<file path="config.mk">
export PLATFORM = sky130hd
export DESIGN_NAME = uart_tx_arbiter
export DESIGN_NICKNAME = d
export VERILOG_FILES = /design/src/rtl/uart_tx_arbiter.sv
export SDC_FILE = /design/constraint.sdc
export NUM_CORES = 1
export LEC_CHECK = 0
export BUFFER_PORTS_ARGS = -buffer_cell sky130_fd_sc_hd__buf_2
export CORE_MARGIN = 2
export CORE_UTILIZATION = 49
export CTS_CLUSTER_SIZE = 40
export DETAILED_ROUTE_END_ITERATION = 7
export PLACE_DENSITY = 0.79
export SLEW_MARGIN = 20
export SYNTH_ARGS = -nofsm -noshare
export SYNTH_HDL_FRONTEND = slang
export SYNTH_SLANG_ARGS = --single-unit
</file>
<file path="constraint.sdc">
create_clock -name clk -period 2.2 [get_ports clk]
set_clock_uncertainty 0.15 [all_clocks]
set_input_delay 0.55 -clock clk [delete_from_list [all_inputs] [get_ports clk]]
set_output_delay 0.55 -clock clk [all_outputs]
set_load 0.05 [all_outputs]
</file>
<file path="src/rtl/uart_tx_arbiter.sv">
// Round-robin arbiter sharing one UART transmitter among N_REQ byte requesters,
// with a watchdog that abandons a frame whose done pulse never arrives.
module uart_tx_arbiter #(
    parameter int unsigned N_REQ          = 4,
    parameter int unsigned TIMEOUT_CYCLES = 2048
) (
    input  logic                       clk,
    input  logic                       rst_n,
    input  logic [N_REQ-1:0]           i_req_valid,
    input  logic [8*N_REQ-1:0]         i_req_data,
    output logic [N_REQ-1:0]           o_req_ready,
    output logic                       o_tx_start,
    output logic [7:0]                 o_tx_data,
    input  logic                       i_tx_done,
    output logic [$clog2(N_REQ)-1:0]   o_grant_id,
    output logic                       o_busy,
    output logic                       o_timeout_err
);

    localparam int unsigned IDW = $clog2(N_REQ);
    localparam int unsigned TW  = $clog2(TIMEOUT_CYCLES);
    localparam logic [N_REQ-1:0] ONE_HOT0 = N_REQ'(1);
    localparam logic [TW-1:0]    T_LAST   = TW'(TIMEOUT_CYCLES - 1);

    typedef enum logic [0:0] {
        S_IDLE = 1'b0,
        S_WAIT = 1'b1
    } state_t;

    state_t             r_state;
    state_t             w_state_nxt;
    logic [IDW-1:0]     r_rr_ptr;
    logic [IDW-1:0]     w_rr_ptr_nxt;
    logic [TW-1:0]      r_timer;
    logic [TW-1:0]      w_timer_nxt;
    logic [N_REQ-1:0]   r_req_ready;
    logic [N_REQ-1:0]   w_req_ready_nxt;
    logic               r_tx_start;
    logic               w_tx_start_nxt;
    logic [7:0]         r_tx_data;
    logic [7:0]         w_tx_data_nxt;
    logic [IDW-1:0]     r_grant_id;
    logic [IDW-1:0]     w_grant_id_nxt;
    logic               r_busy;
    logic               w_busy_nxt;
    logic               r_timeout_err;
    logic               w_timeout_err_nxt;

    logic               w_found;
    logic [IDW-1:0]     w_win;
    logic [IDW-1:0]     w_cand;

    // Winner is the first valid requester after the last one granted.
    always_comb begin
        w_found = 1'b0;
        w_win   = '0;
        w_cand  = '0;
        for (int unsigned i = 1; i <= N_REQ; i++) begin
            w_cand = IDW'((32'(r_rr_ptr) + i) % N_REQ);
            if (!w_found && i_req_valid[w_cand]) begin
                w_found = 1'b1;
                w_win   = w_cand;
            end
        end
    end

    always_comb begin
        w_state_nxt       = r_state;
        w_rr_ptr_nxt      = r_rr_ptr;
        w_timer_nxt       = r_timer;
        w_req_ready_nxt   = '0;
        w_tx_start_nxt    = 1'b0;
        w_tx_data_nxt     = r_tx_data;
        w_grant_id_nxt    = r_grant_id;
        w_busy_nxt        = r_busy;
        w_timeout_err_nxt = 1'b0;
        case (r_state)
            S_IDLE: begin
                if (w_found) begin
                    w_state_nxt     = S_WAIT;
                    w_req_ready_nxt = ONE_HOT0 << w_win;
                    w_tx_start_nxt  = 1'b1;
                    w_tx_data_nxt   = i_req_data[8*32'(w_win) +: 8];
                    w_grant_id_nxt  = w_win;
                    w_busy_nxt      = 1'b1;
                    w_rr_ptr_nxt    = w_win;
                    w_timer_nxt     = '0;
                end
            end
            S_WAIT: begin
                w_timer_nxt = r_timer + TW'(1);
                // A done arriving on the watchdog's last cycle still counts as success.
                if (i_tx_done) begin
                    w_state_nxt = S_IDLE;
                    w_busy_nxt  = 1'b0;
                end else if (r_timer == T_LAST) begin
                    w_state_nxt       = S_IDLE;
                    w_busy_nxt        = 1'b0;
                    w_timeout_err_nxt = 1'b1;
                end
            end
            default: w_state_nxt = S_IDLE;
        endcase
    end

    always_ff @(posedge clk or negedge rst_n) begin
        if (!rst_n) begin
            r_state       <= S_IDLE;
            r_rr_ptr      <= IDW'(N_REQ - 1);
            r_timer       <= '0;
            r_req_ready   <= '0;
            r_tx_start    <= 1'b0;
            r_tx_data     <= 8'h00;
            r_grant_id    <= '0;
            r_busy        <= 1'b0;
            r_timeout_err <= 1'b0;
        end else begin
            r_state       <= w_state_nxt;
            r_rr_ptr      <= w_rr_ptr_nxt;
            r_timer       <= w_timer_nxt;
            r_req_ready   <= w_req_ready_nxt;
            r_tx_start    <= w_tx_start_nxt;
            r_tx_data     <= w_tx_data_nxt;
            r_grant_id    <= w_grant_id_nxt;
            r_busy        <= w_busy_nxt;
            r_timeout_err <= w_timeout_err_nxt;
        end
    end

    assign o_req_ready   = r_req_ready;
    assign o_tx_start    = r_tx_start;
    assign o_tx_data     = r_tx_data;
    assign o_grant_id    = r_grant_id;
    assign o_busy        = r_busy;
    assign o_timeout_err = r_timeout_err;

endmodule

</file>
Word level (Yosys, flattened, before mapping)
Cells that the tools add are included.
{"block": "word_totals", "out_inout_bits": 17, "elab_cells": 64, "regBits": 31}
{"block": "classes", "shifts": 2, "order_cmp": 4, "n_eq_ne": 3, "bitwise": 1, "add_sub_neg": 5, "reduce_logical": 8, "n_mux": 32}
{"op": "indexed part select 32 x 6 -> 8 bit", "n": 1}
{"op": "case mux 11 bit (2 select lines)", "n": 1}
{"op": "2-to-1 mux 1 bit", "n": 18}
{"op": "< comparator 2 x 3 -> 1 bit, second input constant", "n": 4}
{"op": "adder 11 x 1 -> 11 bit, second input constant", "n": 1}
{"op": "== test 11 bit, second input constant", "n": 1}
{"op": "2-to-1 mux 11 bit", "n": 1}
{"op": "binary-select mux 1 bit (select 2 bit)", "n": 4}
{"op": "2-to-1 mux 2 bit", "n": 4}
{"op": "2-to-1 mux 4 bit", "n": 2}
{"op": "adder 2 x 1 -> 2 bit, second input constant", "n": 2}
{"op": "adder 2 bit, second input constant", "n": 2}
{"op": "case mux 1 bit (2 select lines)", "n": 2}
{"op": "AND reduction 2 bit", "n": 2}
{"op": "<< shifter 1 x 2 -> 4 bit, first input constant", "n": 1}
{"op": "logical AND 1 bit", "n": 3}
{"op": "zero test 1 bit", "n": 3}
{"op": "!= test 3 x 2 -> 1 bit, second input constant", "n": 1}
{"op": "!= test 2 bit, second input constant", "n": 1}
{"op": "NOT 1 bit", "n": 1}

Longest topological paths before layout
Gate-level depths: netlist of the first run.
{"block": "depth", "depth_word": 16, "ltp_mapped": 7}

Worst setup path after synthesis of the first run
No wires, ideal clock.
{"block": "synth_timing", "path_type": "input port to flip-flop", "startpoint": "input port i_req_valid[3]", "endpoint": "register r_tx_data[2] (netlist: o_tx_data[2])", "arrival_time_ns": 1.580, "setup_slack_ns": 0.332, "t_required_ns": 1.912, "path_stages": 7, "cell_sequence": "nor2b_1 o21ai_1 o211a_1 buf_6 buf_8 mux2i_1 o221ai_2"}
{"block": "synth_via", "elab_chain_len": 13, "elab_cells_between_ends": 24}
{"item": "start, declared", "line": "9", "text": "input logic [N_REQ-1:0] i_req_valid,"}
{"item": "binary-select mux 1 bit (select 2 bit)", "line": "60", "text": "if (!w_found && i_req_valid[w_cand]) begin"}
{"item": "2-to-1 mux 1 bit (not written as such)", "line": "60"}
{"item": "2-to-1 mux 1 bit", "line": "60"}
{"item": "zero test 1 bit", "line": "60"}
{"item": "logical AND 1 bit", "line": "60"}
{"item": "2-to-1 mux 1 bit", "line": "60"}
{"item": "zero test 1 bit", "line": "60"}
{"item": "logical AND 1 bit", "line": "60"}
{"item": "2-to-1 mux 1 bit", "line": "60"}
{"item": "zero test 1 bit", "line": "60"}
{"item": "logical AND 1 bit", "line": "60"}
{"item": "2-to-1 mux 2 bit / 2-to-1 mux 1 bit (equally long branches)", "line": "60"}
{"item": "indexed part select 32 x 6 -> 8 bit / AND reduction 2 bit (equally long branches)"}
{"item": "end signal, assigned", "line": "123", "text": "r_tx_data <= w_tx_data_nxt;"}
{"item": "end, declared", "line": "40", "text": "logic [7:0] r_tx_data;"}
Several ways; a longest one is shown, not always the timed one. The select of a mux whose other input is x is not followed.
A chain may end at the register's enable or synchronous reset.

Worst setup path after layout of the first run
{"block": "layout_timing", "startpoint": "register r_rr_ptr[0]", "endpoint": "register r_tx_data[2] (netlist: o_tx_data[2])"}
{"block": "layout_via", "elab_chain_len": 14, "elab_cells_between_ends": 28}
{"item": "start, declared", "line": "32", "text": "logic [IDW-1:0] r_rr_ptr;"}
{"item": "start signal, assigned", "line": "109", "text": "r_rr_ptr <= IDW'(N_REQ - 1);"}
{"item": "start signal, assigned", "line": "119", "text": "r_rr_ptr <= w_rr_ptr_nxt;"}
{"item": "adder 2 x 1 -> 2 bit", "line": "59", "text": "w_cand = IDW'((32'(r_rr_ptr) + i) % N_REQ);"}
{"item": "binary-select mux 1 bit (select 2 bit)", "line": "60"}
{"item": "2-to-1 mux 1 bit (not written as such)", "line": "60"}
{"item": "2-to-1 mux 1 bit", "line": "60"}
{"item": "zero test 1 bit", "line": "60"}
{"item": "logical AND 1 bit", "line": "60"}
{"item": "2-to-1 mux 1 bit", "line": "60"}
{"item": "zero test 1 bit", "line": "60"}
{"item": "logical AND 1 bit", "line": "60"}
{"item": "2-to-1 mux 1 bit", "line": "60"}
{"item": "zero test 1 bit", "line": "60"}
{"item": "logical AND 1 bit", "line": "60"}
{"item": "2-to-1 mux 2 bit / 2-to-1 mux 1 bit (equally long branches)", "line": "60"}
{"item": "indexed part select 32 x 6 -> 8 bit / AND reduction 2 bit (equally long branches)"}
Several ways; a longest one is shown, not always the timed one. The select of a mux whose other input is x is not followed.

==> flow_summary.ini, run 1 <==
[layout]
layout-drive-gt1-share_pct = 36.1
final_common_cell = buf_2
fin_util_pct = 63.9
diodes = 0
register_area_um2 = 778
fillCellCount = 240
final_net_count = 244
multi_input_area_um2 = 696
syn2layout_area_growth_pct = 25.5
design_area_um2 = 1930
final_cell_mix = buf_2, dfrtp_1, mux2i_1

[grt]
grt_pass1_wl_mm = 5.29
grt_overflow = 0
grt_max_degree = 32
grt_pass1_vias = 1217
antenna_found_initial = 0
track_usage_pct = 20.5

[logic_synthesis]
synth_ff_type = dfrtp_1
avgSynthCellArea_um2 = 10.8
synth_edf_count = 0
synthXorXnorAreaFrac_pct = 2.84
synth_compound_area_share_pct = 14.8
synthArstFlopShare_pct = 100
ys_ff_latch = 31
syn-cell-area_um2 = 1540
synth_cell_types = 36
synth_area_leaders = dfrtp_1, mux2i_1, o221ai_1, nand2_1, dfstp_2
syn-num-nets = 183
yosysTopAreaCell = dfrtp_1
synth-adder-area-share_pct = 0.812
yosysTopAreaCellShare_pct = 47.1
synth_top_family_by_area = simple AND/OR/NAND/NOR gates
syn_inst = 143
synthSimpleGateAreaFrac_pct = 14.9
synth_seq_area_share_pct = 50.5
muxShareOfSynthArea_pct = 11.9
ys_warn_count = 0

[die]
die_w_um = 60.1
design.core.area_um2 = 3030
die_h_um = 60.1
die_area_um2 = 3610
ios = 56
initial_core_util_pct = 50.9
std_cell_rows = 20

[power]
power.switching_mw = 1.25
pwr-share-seq_pct = 33.5
power.density_nw_per_um2 = 1380
switching_share_pct = 46.8
p_leak_nw = 0.987
ir_drop_mv = 0.642
intPower_mw = 1.42
p_total_mw = 2.67
pwr-share-clk_pct = 14.1
comb_power_share_pct = 52.4

[worst_setup_path]
crit_family = flip-flops
critPathKind = reg2reg
end_kind = flip-flop
required_ns = 2.25
critPathSlowestCell = dfstp_2
path_buf_inv = 1
crit_path_max_fanout = 16
regToRegSetupSlack_ns = 0.21
timing.rr.start = r_rr_ptr[0]
ff2ff_path_depth = 6
crit_chain = nand2b_1, a21boi_1, o211a_1, buf_12, mux2i_1, o221ai_2
crit_cells = 6
max_stage_delay_ns = 0.57
critPathArrivalTime_ns = 2.04
r2r-end = o_tx_data[2]
start_kind = flip-flop

[clock_tree]
clkTransAtPathRegs_ns = 0.10
cts_max_path_buffers = 2
cts_hold_buf = 0
insertion_delay_ns = 0.33
numClockSinks = 31
post_cts_buffers = 0
cts_resized = 0
cts_buffers = 5
root_buffer = clkbuf_4
cts_tree = done
htree_levels = 2

[sta]
fin_setup_tns_ns = 0
fin_crit_sh_pct = 90.4
drv_slew = 0
hold_viol = 0
worstMarginPinSlew_ns = 0.654
setup_viol = 0
max_clock_freq_mhz = 503
maxSlewHeadroom_pct = 56.4
rsz0062_at_grt = no
finalCriticalPeriod_ns = 1.99
whs_ns = 0.0899

[detailed_routing]
dr_wl_met3_um = 138
viasPerCell = 5.25
wl_per_cell_um = 13.8
dr.pass1.iters = 4
route.detailed.drc = 0
top_layer = met4
drt_iter0_markers = 53
routed_wl_mm = 3.45
wl_met2_mm = 1.86
met1_length_mm = 1.41
vias = 1307
postRouteAntennaNets = 0

[placed_design]
dpl_cell_area_um2 = 1870
portBuffers = 55
gp_congestion = 0.909
dp_hpwl_mm = 2.61

[run]
cap_violations = 0

[run_status]
status = completed

[worst_hold_path]
hp-class = in2async
## Yosys cell counts, types with 2 or more instances
library cell,instances
mux2_2,2
clkbuf_1,2
o21ai_0,8
nor2_1,12
o221ai_1,7
mux2i_1,16
dfstp_2,2
a21oi_1,3
nor2b_1,3
xnor2_1,3
nand4_1,2
nand2_1,15
nand2b_1,2
nand3_1,8
xor2_1,2
inv_1,2
dfrtp_1,29
a22o_1,5
buf_6,3
## metal layers
layer	track usage [%]	up-vias
li1	-	638
met4	12.1	0
met3	4.76	5
met5	0	-
met1	23.5	633
met2	34.5	31
## flip-flops by register name (all words and copies together), names as in the netlist
signal	count
o_tx_data	8
r_rr_ptr	2
o_grant_id	2
r_state	1
o_req_ready	4
o_timeout_err	1
r_timer	11
o_busy	1
o_tx_start	1
## per-stage QoR
stage,worst slack [ns],instances
final,0.210,249
after global routing,0.108,249
after CTS,0.217,249
after detailed placement,0.132,241
after global placement,0.236,241
after floorplan,0.332,143
## final cells by class
type                            instances  area share (%)
Clock buffer                            8            3.56
Inverter                                3           0.582
Multi-Input combinational cell        103            36.0
Sequential cell                        31            40.2
Tap cell                               44            2.85
Timing Repair Buffer                   60            16.8
## worst register-to-register path, cell delays in order (launching register included)
cell	delay (ns)
dfstp_2	0.57
nand2b_1	0.14
a21boi_1	0.22
o211a_1	0.21
buf_12	0.18
mux2i_1	0.27
o221ai_2	0.12
## power by group through the flow
stage	Clock, mW	Sequential [mW]	Combinational (mW)
finish	0.378	0.895	1.40
global route	0.405	0.923	1.50
CTS	0.383	0.893	1.41
detailed placement	0	0.903	1.41
global placement	0	0.891	1.37
floorplan	0	1.35	0.632
## worst max-delay path by stage
| stage | start | endpoint | slack [ns] |
|---|---|---|---|
| after floorplan | i_req_valid[3] | o_tx_data[2] | 0.33 |
| after global placement | i_req_valid[3] | o_tx_data[2] | 0.24 |
| after detailed placement | i_req_valid[3] | o_tx_data[2] | 0.13 |
| after CTS | r_rr_ptr[0] | o_tx_data[2] | 0.22 |
| after global routing | r_rr_ptr[0] | o_tx_data[5] | 0.11 |
| final | r_rr_ptr[0] | o_tx_data[2] | 0.21 |
## kinds of logic after synthesis
group	Yosys count
buf+inv	9
simple gates	48
compound gates	31
flops	31
fa+ha+maj	1
xor+xnor	5
mux	18
Power figures use the tool's default switching activity.
==> run 2, diff against run 1 <==
--- a/config.mk
+++ b/config.mk
@@ -5,9 +5,10 @@
 export SDC_FILE = /design/constraint.sdc
 export NUM_CORES = 1
 export LEC_CHECK = 0
+export ABC_AREA = 1
 export BUFFER_PORTS_ARGS = -buffer_cell sky130_fd_sc_hd__buf_2
 export CORE_MARGIN = 2
-export CORE_UTILIZATION = 49
+export CORE_UTILIZATION = 51
 export CTS_CLUSTER_SIZE = 40
 export DETAILED_ROUTE_END_ITERATION = 7
 export PLACE_DENSITY = 0.79
==> run 2 against run 1 <==
- critical path depth grew 5
- register-to-register slack lost 0.11 ns
- worst hold slack gained 0.063 ns
- non-clock buffer count grew 6
- count of clock-buffer cells in the layout shrank 1
- routed wire length grew 19%
==> flow_summary.ini, run 2 <==
[detailed_routing]
wl_per_cell_um = 11.1
viasPerCell = 4.89
drt_iter0_markers = 102
routed_wl_mm = 4.09
dr.pass1.iters = 4
vias = 1806
postRouteAntennaNets = 0
route.detailed.drc = 0

[sta]
fin_setup_tns_ns = 0
maxSlewHeadroom_pct = 56.0
worstMarginPinSlew_ns = 0.660
finalCriticalPeriod_ns = 2.10
hold_viol = 0
max_clock_freq_mhz = 476
rsz0062_at_grt = yes
setup_viol = 0
drv_slew = 0
fin_crit_sh_pct = 95.5
whs_ns = 0.153

[layout]
final_common_cell = nand2_1
diodes = 0
multi_input_area_um2 = 917
final_cell_mix = nand2_1, buf_2, nand3_1
final_net_count = 360
fillCellCount = 339
register_area_um2 = 778
syn2layout_area_growth_pct = 24.5
largest_register_ffs = 11
design_area_um2 = 2370
layout-drive-gt1-share_pct = 31.8
fin_util_pct = 65.3
regMostFlops = r_timer

[logic_synthesis]
synth_cell_types = 31
syn-num-nets = 295
yosysTopAreaCell = dfrtp_1
avgSynthCellArea_um2 = 7.47
yosysTopAreaCellShare_pct = 38.1
ys_warn_count = 0
synth_ff_type = dfrtp_1
syn-cell-area_um2 = 1900
synth.most_common_cell = nand2_1
ys_ff_latch = 31
synth_edf_count = 0
synth_area_leaders = dfrtp_1, nand2_1, nand3_1, inv_1, buf_6
syn_inst = 255
yosys-top-cells-count = nand2_1, nand3_1, inv_1, dfrtp_1, nor2_1
synth_seq_area_share_pct = 40.9
synthArstFlopShare_pct = 100

[clock_tree]
cts_hold_buf = 0
numClockSinks = 31
cts_buffers = 5
cts_max_path_buffers = 2
clkTransAtPathRegs_ns = 0.07
cts_tree = done
insertion_delay_ns = 0.27
htree_levels = 2
root_buffer = clkbuf_8

[worst_setup_path]
start_kind = flip-flop
crit_path_max_fanout = 7
critPathSlowestCell = dfstp_2
end_kind = flip-flop
max_stage_delay_ns = 0.59
required_ns = 2.26
critPathMostFrequentCell = nand2_1
crit_chain = buf_4, nand2_1, nand2_1, nand2_1, nand2_2, nor2_8, nand3_1, nand3_4, nor2_4, o211ai_1, nand3_1
critPathArrivalTime_ns = 2.16
critPathKind = reg2reg

[placed_design]
dpl_cell_area_um2 = 2200
dp_hpwl_mm = 3.00
gp_congestion = 0.847
portBuffers = 55

[die]
design.core.area_um2 = 3630
die_h_um = 65.1
die_w_um = 65.1
ios = 56
std_cell_rows = 22
initial_core_util_pct = 52.4
die_area_um2 = 4240

[run_status]
status = completed

[power]
p_total_mw = 4.48
ir_drop_mv = 1.12
p_leak_nw = 1.34
power.density_nw_per_um2 = 1890

[grt]
grt_max_degree = 32
grt_pass1_vias = 1644
track_usage_pct = 21.2
grt_pass1_wl_mm = 7.00
antenna_found_initial = 0
grt_overflow = 0

[run]
cap_violations = 0

[worst_hold_path]
hp-class = in2async
==> run 2: final timing paths <==
kind / end / startpoint / cells after the start / slack, ns
setup / recovery: o_tx_data[3] / r_rr_ptr[0] / 11 / 0.1
hold / removal: r_timer[10] / rst_n / 1 / 0.15
setup reg to reg: o_tx_data[3] / r_rr_ptr[0] / 11 / 0.1
hold reg to reg: r_timer[9] / r_timer[9] / 1 / 0.34
max in group asynchronous: r_timer[2] / rst_n / 1 / 1.32
min in group clk: o_timeout_err / i_tx_done / 2 / 0.29
==> run 2: report_power, final <==
group | total (mW) | internal [mW] | switching, mW
registers | 0.933 | 0.790 | 0.144
logic | 3.05 | 1.04 | 2.01
clock network | 0.492 | 0.284 | 0.208
==> run 2: per-layer routing <==
layer  vias up  part of all wire [%]  GRT usage, %
met4         0                  0.88          5.47
met2        54                    47          34.9
li1        937                     -             -
met1       811                    47          28.4
met5         -                     0             0
met3         4                   5.5          4.97
==> run 2: cell type report <==
cell class,instances,share of cell area (%)
Multi-Input combinational cell,181,38.7
Clock inverter,1,0.317
Timing Repair Buffer,66,15.6
Sequential cell,31,32.8
Clock buffer,7,4.06
Tap cell,48,2.53
Inverter,35,5.96
==> run 2: what timing repair did <==
| action | CTS | global route |
|---|---|---|
| gates resized for setup | 0 | 6 |
| setup buffers | 0 | 7 |
| endpoints found under the setup margin | 0 | 15 |
==> run 2: stage by stage <==
stage | setup slack (ns) | instances
2_1_floorplan | 0.287 | 255
3_3_place_gp | 0.0976 | 354
3_5_place_dp | 0.0231 | 354
4_1_cts | 0.0183 | 362
5_1_grt | -0.0212 | 369
6_report | 0.0995 | 369
==> run 2: logic make-up (layout without fill, tap and decap cells) <==
kind of cell,after synthesis,after routing,synth area share [%]
compound gates,20,20,6.57
xor+xnor,2,2,0.920
fa+ha+maj,1,1,0.657
buf+inv,43,109,11.6
flops,31,31,40.9
simple gates,158,158,39.4
==> run 2: critical path, delay by kind of cell, from the launching register on <==
family,cells,cell delay (ns)
AO/OA/AOI/OAI,1,0.13
AND/OR/NAND/NOR,9,1.03
buffers and inverters,1,0.14
flip-flops,1,0.59
